==> src/rtl/shadow_writer_pkg.sv <==
// shadow_writer_pkg: shared types and reset constant for the shadowed control-register writer
package shadow_writer_pkg;
  typedef enum logic [2:0] {
    ST_IDLE,
    ST_STAGE,
    ST_COMMIT,
    ST_CHECK,
    ST_RESP
  } state_e;
  typedef enum logic [1:0] {
    RESP_OK,
    RESP_SKIP,
    RESP_UPDATE_ERR,
    RESP_READBACK_ERR
  } resp_e;
  typedef struct packed {
    logic force_zero_masks;
    logic manual_operation;
  } ctrl_reg_t;
  localparam ctrl_reg_t CTRL_RESET = '{force_zero_masks: 1'b1, manual_operation: 1'b0};
endpackage

==> src/rtl/shadow_reg_writer.sv <==
// shadow_reg_writer: stage/commit write sequencer with readback check, bounded retry and confirmed-value mirror
module shadow_reg_writer
  import shadow_writer_pkg::*;
#(
  parameter int DW = 2,
  parameter logic [DW-1:0] RESVAL = '0,
  parameter int MAX_RETRY = 1
) (
  input  logic          clk_i,
  input  logic          rst_i,
  input  logic          req_valid_i,
  output logic          req_ready_o,
  input  logic [DW-1:0] req_data_i,
  output logic          we_o,
  output logic [DW-1:0] wd_o,
  input  logic [DW-1:0] reg_q_i,
  input  logic          reg_update_err_i,
  output logic          resp_valid_o,
  input  logic          resp_ready_i,
  output logic [1:0]    resp_err_o,
  output logic [DW-1:0] mirror_o
);
  localparam logic [1:0] MAX_R = MAX_RETRY[1:0];
  state_e state;
  resp_e err_q;
  logic [DW-1:0] data_q, mirror_q;
  logic [1:0] retry_q;
  always_ff @(posedge clk_i) begin
    if (rst_i) begin
      state    <= ST_IDLE;
      err_q    <= RESP_OK;
      data_q   <= '0;
      mirror_q <= RESVAL;
      retry_q  <= '0;
    end else begin
      case (state)
        ST_IDLE: if (req_valid_i) begin
          data_q  <= req_data_i;
          retry_q <= '0;
          err_q   <= RESP_SKIP;
          state   <= (req_data_i == mirror_q) ? ST_RESP : ST_STAGE;
        end
        ST_STAGE:  state <= ST_COMMIT;
        ST_COMMIT: state <= ST_CHECK;
        ST_CHECK: if (reg_update_err_i) begin
          err_q <= RESP_UPDATE_ERR;
          state <= ST_RESP;
        end else if (reg_q_i == data_q) begin
          err_q    <= RESP_OK;
          mirror_q <= data_q;
          state    <= ST_RESP;
        end else if (retry_q < MAX_R) begin
          retry_q <= retry_q + 2'd1;
          state   <= ST_STAGE;
        end else begin
          err_q <= RESP_READBACK_ERR;
          state <= ST_RESP;
        end
        ST_RESP: if (resp_ready_i) state <= ST_IDLE;
        default: state <= ST_IDLE;
      endcase
    end
  end
  // every output comes from state or a register, never straight from an input
  assign req_ready_o  = (state == ST_IDLE);
  assign we_o         = (state == ST_STAGE) || (state == ST_COMMIT);
  assign wd_o         = we_o ? data_q : '0;
  assign resp_valid_o = (state == ST_RESP);
  assign resp_err_o   = err_q;
  assign mirror_o     = mirror_q;
endmodule
==> config.mk <==
export PLATFORM = sky130hd
export DESIGN_NAME = shadow_reg_writer
export DESIGN_NICKNAME = d
export VERILOG_FILES = /design/src/rtl/shadow_writer_pkg.sv /design/src/rtl/shadow_reg_writer.sv
export SDC_FILE = /design/constraint.sdc
export NUM_CORES = 1
export LEC_CHECK = 0
export BUFFER_PORTS_ARGS = -buffer_cell sky130_fd_sc_hd__buf_2
export CAP_MARGIN = 0
export CORE_AREA = 4 4 41 43
export CTS_CLUSTER_SIZE = 24
export DETAILED_ROUTE_END_ITERATION = 10
export DIE_AREA = 0 0 45 47
export PLACE_DENSITY = 0.72
export SLEW_MARGIN = 30
export SYNTH_ARGS = -nofsm -noshare
export SYNTH_HDL_FRONTEND = slang
export SYNTH_SLANG_ARGS = --single-unit
==> constraint.sdc <==
create_clock -name clk_i -period 2.2 [get_ports clk_i]
set_clock_uncertainty 0.15 [all_clocks]
set_input_delay 0.33 -clock clk_i [delete_from_list [all_inputs] [get_ports clk_i]]
set_output_delay 0.33 -clock clk_i [all_outputs]
set_load 0.005 [all_outputs]
=== Yosys cells after proc, flatten, opt, wreduce, memory -nomap -nowiden ===
Cells that the tools add are included.

* Equality and inequality tests: 12
* Mux-type cells: 18
* Reduce and logical (&&, ||, !) cells: 8
* Add/subtract/negate cells: 1
* Magnitude comparators: 1
* Bitwise logic cells: 1

{| class="wikitable"
|+ Operator list
! kind !! number
|-
| 2-to-1 mux 2 bit || 9
|-
| 2-to-1 mux 3 bit || 6
|-
| one-hot mux 3 bit (5 select lines) || 1
|-
| inequality test 2 bit, second input constant || 4
|-
| one-hot mux 2 bit (2 select lines) || 2
|-
| == test 3 x 2 -> 1 bit, second input constant || 2
|-
| AND reduction 3 bit || 2
|-
| AND reduction 5 bit || 1
|-
| == test 2 bit || 2
|-
| inequality test 4 bit, second input constant || 1
|-
| AND reduction 2 bit || 2
|-
| == test 3 x 1 -> 1 bit, second input constant || 1
|-
| == test 3 bit, second input constant || 1
|-
| logical NOT 3 bit || 1
|-
| adder 2 x 1 -> 2 bit, second input constant || 1
|-
| < comparator 2 x 1 -> 1 bit, second input constant || 1
|-
| inequality test 2 x 1 -> 1 bit, second input constant || 1
|-
| nonzero test 2 bit || 1
|-
| logical OR 1 bit || 1
|-
| inverter 1 bit || 1
|}

* Logic and storage cells: 46
* Register bits: 11

=== Longest topological paths before layout ===
Gate-level depths: netlist of the first run.

* Depth after elaboration: 5
* Depth in mapped cells: 6
* Depth with buffers taken out: 6

=== Least setup slack after synthesis of the first run ===
OpenSTA, ideal clock, no wires.

* Path type: reg-to-reg
* Start point: register state[0]
* End point: register err_q[0] (netlist: resp_err_o[0])
* Library setup time: 0.058 ns
* Buffers on the path: 1
* Arrival: 1.271 ns
* Path slack: 0.721 ns
* Cell stages (with the launch flop): 6
* Data required time: 1.992 ns
* Path through: dfxtp_1 > buf_6 > or3b_1 > a21oi_2 > nor2b_2 > o221a_2

* Word-level cells in the longest chain between the ends: 3
* Elaborated cells between the ends (all ways): 7
* Those cells by class: eq/ne: 3; mux: 1; reduce/logical: 3

{| class="wikitable"
|+ RTL lines
! item !! RTL line !! RTL
|-
| start: declaration || shadow_reg_writer.sv:24 || <nowiki>state_e state;</nowiki>
|-
| start signal: assignment || shadow_reg_writer.sv:41 || <nowiki>state <= (req_data_i == mirror_q) ? ST_RESP : ST_STAGE;</nowiki>
|-
| == test 3 x 2 -> 1 bit / logical NOT 3 bit (equally long branches) || shadow_reg_writer.sv:36 || <nowiki>case (state)</nowiki>
|-
| inequality test 4 bit (no line), or another cell as far along || - ||
|-
| AND reduction 3 bit (no line) || - ||
|-
| end signal: assignment || shadow_reg_writer.sv:40 || <nowiki>err_q <= RESP_SKIP;</nowiki>
|-
| end signal: assignment || shadow_reg_writer.sv:46 || <nowiki>err_q <= RESP_UPDATE_ERR;</nowiki>
|-
| end signal: assignment || shadow_reg_writer.sv:49 || <nowiki>err_q <= RESP_OK;</nowiki>
|-
| end: declaration || shadow_reg_writer.sv:25 || <nowiki>resp_e err_q;</nowiki>
|}

Several ways; a longest one is shown, not always the timed one.
A chain may end at the register's enable or synchronous reset.

=== Final worst setup path of the first run ===
* Start point: register state[2]
* End point: output req_ready_o

* Word-level cells in the longest chain between the ends: 1

{| class="wikitable"
|+ RTL lines
! item !! RTL line !! RTL
|-
| logical NOT 3 bit || shadow_reg_writer.sv:65 || <nowiki>assign req_ready_o = (state == ST_IDLE);</nowiki>
|-
| end: declaration || shadow_reg_writer.sv:12 || <nowiki>output logic req_ready_o,</nowiki>
|}

No other way between the ends.

==> results.json, run 1 <==
{
  "status": "finished, final reports clean",
  "die-area_mm2": 0.00212,
  "irDropWorstVdd_mv": 0.362,
  "postSynthAreaPerCell_um2": 8.42,
  "grt_pass1_wl_um": 1940,
  "slew_viol_final": 0,
  "async_flop_share_pct": 0,
  "rsz0062_at_grt": "no",
  "holdPathEnd": "data_q[1]$_SDFFE_PP0P_",
  "diodes": 0,
  "fill_cells": 128,
  "pwr-share-comb_pct": 24.9,
  "slew_headroom_pct": 66.8,
  "cellPowerDensity_mw_per_mm2": 712,
  "finalSetupTns_ns": 0,
  "path_class": "reg -> out",
  "ctsHoldBuffers": 0,
  "cts_tree": "done",
  "htreeDepth": 1,
  "routedWlPerCell_um": 11.7,
  "cts-root-buf": "clkbuf_4",
  "instances_no_fill": 104,
  "track_usage_pct": 12.9,
  "hp-class": "in -> reg",
  "clock_sinks": 11,
  "worstSkewPairLatency_ns": 0.27,
  "clockBufferDepth": 2,
  "power_switching_uw": 158,
  "dpl.cell_count": 100,
  "crit_path_start_kind": "flip-flop",
  "synth_mux_area_share_pct": 3.35,
  "finalSetupViolCount": 0,
  "die_x_um": 45,
  "grt_max_degree": 12,
  "synth_xor_area_share_pct": 7.32,
  "synth_area_um2": 598,
  "postCtsSetupBuffers": 0,
  "synth_seq_cells": 11,
  "grt_pass1_vias": 463,
  "r2r_start": "data_q[1]$_SDFFE_PP0P_",
  "cp.arrival_ns": 1.32,
  "via_count": 546,
  "ant_nets": 0,
  "rows": 13,
  "ys_top_cells_by_area": "dfxtp_1 37%, nor2_1 4.4%, xnor2_1 4.4%",
  "rr_worst_depth": 4,
  "drive_above_1_share_pct": 27.0,
  "synth_top_family_by_area": "simple AND/OR/NAND/NOR gates",
  "nets": 100,
  "yosys_warnings": 0,
  "p_clk_share_pct": 27.8,
  "switching_share_pct": 31.4,
  "crit_fanout": 8,
  "drt_iter0_markers": 6,
  "worstReg2RegEnd": "resp_err_o[1]$_SDFFE_PP0P_",
  "area_growth_pct": 18.4,
  "numCtsBuffers": 3,
  "fin_crit_ns": 1.80,
  "required_ns": 1.72,
  "dr.pass1.iters": 4,
  "yosys.area_share.adder_pct": 2.09,
  "antenna_found_initial": 0,
  "die_h_um": 47,
  "synth_edf_count": 0,
  "io_pins": 18,
  "hold_depth": 3,
  "holdCritStartpoint": "req_data_i[1]",
  "hold_viol_final": 0,
  "p_seq_share_pct": 47.3,
  "post-route-drc-count": 0,
  "start_util_pct": 46.0,
  "worst_slew_pin_slew_ns": 0.494,
  "dp_hpwl_um": 924,
  "syn-num-nets": 81,
  "end_kind": "primary output",
  "coreArea_mm2": 0.00130,
  "fin_crit_sh_pct": 81.8,
  "fmax_mhz": 555,
  "synth_compound_area_share_pct": 16.3,
  "port_buffers": 17,
  "synthDistinctLibCells": 33,
  "reg2reg_slack_ns": 0.54,
  "grt-ovfl-total": 0,
  "maxCapViolations": 0,
  "synth_seq_area_share_pct": 36.8,
  "synthCells": 71,
  "synthSimpleGateAreaFrac_pct": 28.9,
  "leakage_uw": 0.000296,
  "drt-total-wl_um": 1210,
  "dominantRegCellSynth": "dfxtp_1",
  "synth_top_area_share_pct": 36.8,
  "gp_congestion": 0.815,
  "yosysTopAreaCell": "dfxtp_1",
  "path_clk_slew_ns": 0.07,
  "post_cts_resized": 0,
  "internal_power_uw": 346,
  "viasPerCell": 5.25
}
per-layer routing:
layer	wire length (µm)	GRT usage, %
met2	546	19.2
met4	19	7.02
met5	0	0
met3	60	3.45
met1	585	17.1
cell type report:
cell class                      count  area (µm²)  share of cell area (%)
Timing Repair Buffer               17        85.1                    12.0
Sequential cell                    11         220                    31.1
Clock buffer                        4        26.3                    3.71
Inverter                            3        11.3                    1.59
Multi-Input combinational cell     54         347                    48.9
Tap cell                           15        18.8                    2.65
through the flow:
stage          power, µW  hold WS [ns]  cell area [µm²]  setup slack [ns]  utilization, %
6_report             504         0.180              708             0.400            54.4
5_1_grt              533         0.199              708             0.308            54.4
4_1_cts              504         0.182              708             0.400            54.4
3_5_place_dp         367         0.309              682             0.495            52.4
3_3_place_gp         367         0.312              682             0.532            52.4
2_1_floorplan        333         0.281              598             0.721               -
cells in the mapped netlist, types with 2 or more instances:
cell       n
dfxtp_1   11
nor2_1     7
nand2_1    6
a21oi_1    5
nor3_1     4
inv_1      3
nand3_1    3
xnor2_1    3
a211oi_1   2
and2_1     2
mux2i_1    2
xor2_1     2
state kept, by name, summed over array words and instances, names as in the netlist:
signal and cells:
state 3, data_q 2, mirror_o 2, resp_err_o 2, retry_q 2
cells in the final DEF (no fill, tap or decap), drive strengths merged, types with 2 or more instances in the layout:
master	instances
nor3	4
inv	3
clkbuf	4
xor2	2
xnor2	3
and2	2
dfxtp	11
buf	17
a211oi	2
nand2	6
nor2b	2
mux2i	2
a21oi	6
nand3	3
nor2	7
how the worst max path moves through the flow:
stage               depth (start not counted)                    endpoint  slack [ns]                   from
floorplan                                   5  resp_err_o[0]$_SDFFE_PP0P_        0.72  state[0]$_SDFFE_PP0P_
detailed placement                          5  resp_err_o[1]$_SDFFE_PP0P_        0.50             reg_q_i[1]
global placement                            5  resp_err_o[1]$_SDFFE_PP0P_        0.53             reg_q_i[0]
CTS                                         2                 req_ready_o        0.40  state[2]$_SDFFE_PP0P_
global route                                2                 req_ready_o        0.31  state[0]$_SDFFE_PP0P_
finish                                      2                 req_ready_o        0.40  state[2]$_SDFFE_PP0P_
power groups by stage:
| stage | Sequential, µW | Combinational, µW | Clock, µW |
|---|---|---|---|
| detailed placement | 243 | 124 | 0 |
| floorplan | 229 | 104 | 0 |
| global placement | 243 | 124 | 0 |
| global route | 242 | 141 | 150 |
| finish | 239 | 126 | 140 |
| CTS | 238 | 126 | 140 |
logic make-up (layout without fill, tap and decap cells):
family | after synthesis | after routing
multiplexers | 2 | 2
AO/OA/AOI/OAI | 14 | 14
buffers and inverters | 6 | 24
AND/OR/NAND/NOR | 32 | 32
flip-flops | 11 | 11
adder cells (fa/ha/maj) | 1 | 1
XOR/XNOR | 5 | 5
critical path: stages, from the launching register on:
cell	delay [ns]
dfxtp_1	0.38
nor3_1	0.47
buf_2	0.21
Note: power is estimated with default switching activity, not from simulation.
==> run 2, diff against run 1 <==
--- a/config.mk
+++ b/config.mk
@@ -7,10 +7,10 @@
 export LEC_CHECK = 0
 export BUFFER_PORTS_ARGS = -buffer_cell sky130_fd_sc_hd__buf_2
 export CAP_MARGIN = 0
-export CORE_AREA = 4 4 41 43
+export CORE_MARGIN = 4
+export CORE_UTILIZATION = 43
 export CTS_CLUSTER_SIZE = 24
 export DETAILED_ROUTE_END_ITERATION = 10
-export DIE_AREA = 0 0 45 47
 export PLACE_DENSITY = 0.72
 export SLEW_MARGIN = 30
 export SYNTH_ARGS = -nofsm -noshare
==> constraint.sdc (replaced) <==
create_clock -name clk_i -period 1.5 [get_ports clk_i]
set_clock_uncertainty 0.15 [all_clocks]
set_input_delay 0.225 -clock clk_i [delete_from_list [all_inputs] [get_ports clk_i]]
set_output_delay 0.225 -clock clk_i [all_outputs]
set_load 0.005 [all_outputs]
==> run 2 against run 1 <==
The flow now finishes with violations (setup timing). Die area decreased by 3.0%. Register-to-register slack worse by 0.68 ns. Clock power rose by 50%. First-iteration DRC count increased to 4.5 times the previous value. Global-route usage is 6.0 points higher. Routed wire length up 92%. Sequential power grew 44%. Critical path type unchanged. Highest routed layer unchanged.
==> results.json, run 2 (synthesis results as in run 1) <==
{
  "via_count": 741,
  "status": "complete, but fails checks",
  "hold_viol_final": 0,
  "numCtsBuffers": 3,
  "met2_usage_pct": 30.5,
  "utilization_pct": 81.0,
  "io_pins": 18,
  "rows": 13,
  "fill_cells": 73,
  "ant_nets": 0,
  "slew_headroom_pct": 78.6,
  "finalSetupViolCount": 9,
  "cp_num_buf_inv": 2,
  "path_class": "reg -> out",
  "coreArea_mm2": 0.00130,
  "rsz0062_at_grt": "yes",
  "leakage_uw": 0.000453,
  "irDropWorstVdd_mv": 0.810,
  "worstSkewPairLatency_ns": 0.27,
  "fin_crit_sh_pct": 110,
  "layout_commonest_cell": "buf_4",
  "cts-root-buf": "clkbuf_4",
  "max_flop_register": "state",
  "path_clk_slew_ns": 0.07,
  "cpMaxStageDelayCell": "dfxtp_2",
  "violations": "setup timing",
  "drt-total-wl_um": 2330,
  "die_x_um": 45.3,
  "required_ns": 1.12,
  "ctsHoldBuffers": 0,
  "clock_sinks": 11,
  "clockBufferDepth": 2,
  "post-route-drc-count": 0,
  "drt_iter0_markers": 27,
  "largest_reg_flops": 3,
  "crit_path_start_kind": "flip-flop",
  "worst_slew_pin_slew_ns": 0.318,
  "htreeDepth": 1,
  "setup_ws_ns": -0.156,
  "dp_hpwl_um": 1060,
  "hp-class": "in -> reg",
  "grtUsageMet3_pct": 2.39,
  "grtUsageMet1_pct": 24.2,
  "top_usage_layer": "met2",
  "cts_tree": "done",
  "grt_pass1_vias": 666,
  "p_total_uw": 1050,
  "drive_above_1_share_pct": 59.5,
  "port_buffers": 17,
  "cp.arrival_ns": 1.28,
  "viasPerCell": 5.88,
  "fin_crit_ns": 1.66,
  "grt-ovfl-total": 0,
  "crit_fanout": 5,
  "routedWlPerCell_um": 18.5,
  "cp_cell_sequence": "buf_6, xnor2_4, nor2_4, and2_1, buf_2",
  "fmax_mhz": 604,
  "antenna_found_initial": 0,
  "dr.pass1.iters": 4,
  "cellPowerDensity_mw_per_mm2": 994,
  "finalSetupTns_ns": -0.924,
  "maxCapViolations": 0,
  "area_growth_pct": 76.2,
  "multi_input_area_um2": 484,
  "track_usage_pct": 19.0,
  "die-area_mm2": 0.00205,
  "layout_common_cells": "16 x buf_4, 15 x buf_2, 8 x buf_6",
  "diodes": 0,
  "regArea_um2": 228,
  "critPathMaxStageDelay_ns": 0.33,
  "gp_congestion": 0.806,
  "nets": 122,
  "end_kind": "primary output",
  "slew_viol_final": 0,
  "die_h_um": 45.3,
  "grt_max_degree": 12,
  "grt_pass1_wl_um": 2810,
  "start_util_pct": 46.0,
  "crit_family": "flip-flops"
}
==> run 2: worst paths after layout <==
check | start | to | slack, ns | cells after the start
max | state[0]$_SDFFE_PP0P_ | wd_o[1] | -0.16 | 5
min | req_data_i[0] | data_q[0]$_SDFFE_PP0P_ | 0.09 | 3
max reg2reg | state[1]$_SDFFE_PP0P_ | resp_err_o[0]$_SDFFE_PP0P_ | -0.14 | 5
min reg2reg | resp_err_o[1]$_SDFFE_PP0P_ | resp_err_o[1]$_SDFFE_PP0P_ | 0.34 | 2
==> run 2: power by group <==
part / switching [µW] / leakage, µW / internal [µW] / total, µW
Combinational: 221 / 0.000347 / 272 / 493
Sequential: 25.6 / 0.0000915 / 318 / 344
Clock: 107 / 0.0000150 / 103 / 210
==> run 2: area by class of cell <==
| cell class | count | share of cell area (%) |
|---|---|---|
| well taps | 15 | 1.78 |
| repair buffers | 39 | 27.1 |
| flip-flops and latches | 11 | 21.6 |
| clock buffers | 4 | 2.49 |
| inverters | 3 | 1.07 |
| multi-input cells | 54 | 46.0 |
==> run 2: timing repair <==
| action | 4_1_cts | 5_1_grt |
|---|---|---|
| pin swaps | 9 | 13 |
| setup endpoints to repair | 11 | 13 |
| resized for setup | 13 | 24 |
| setup buffers | 6 | 4 |
==> run 2: routing by layer <==
metal  up-vias  routed length [µm]
met5         -                   0
met4         0                  62
met3         8                 104
met2        32                1180
met1       368                 979
li1        333                   -
==> run 2: tightest hold or removal path, cell delays in order <==
cell and delay (ns):
buf_2 0.11, nand3_1 0.07, a21oi_1 0.06
==> run 2: per-stage QoR <==
step / hold WS, ns / cells / area (µm²) / setup WS [ns]
finish: 0.0904 / 126 / 1050 / -0.156
global route: 0.140 / 126 / 1050 / -0.195
CTS: 0.0836 / 122 / 908 / -0.107
detailed placement: 0.316 / 112 / 772 / -0.0712
global placement: 0.309 / 112 / 772 / -0.0154
floorplan: 0.222 / 71 / 598 / 0.0210
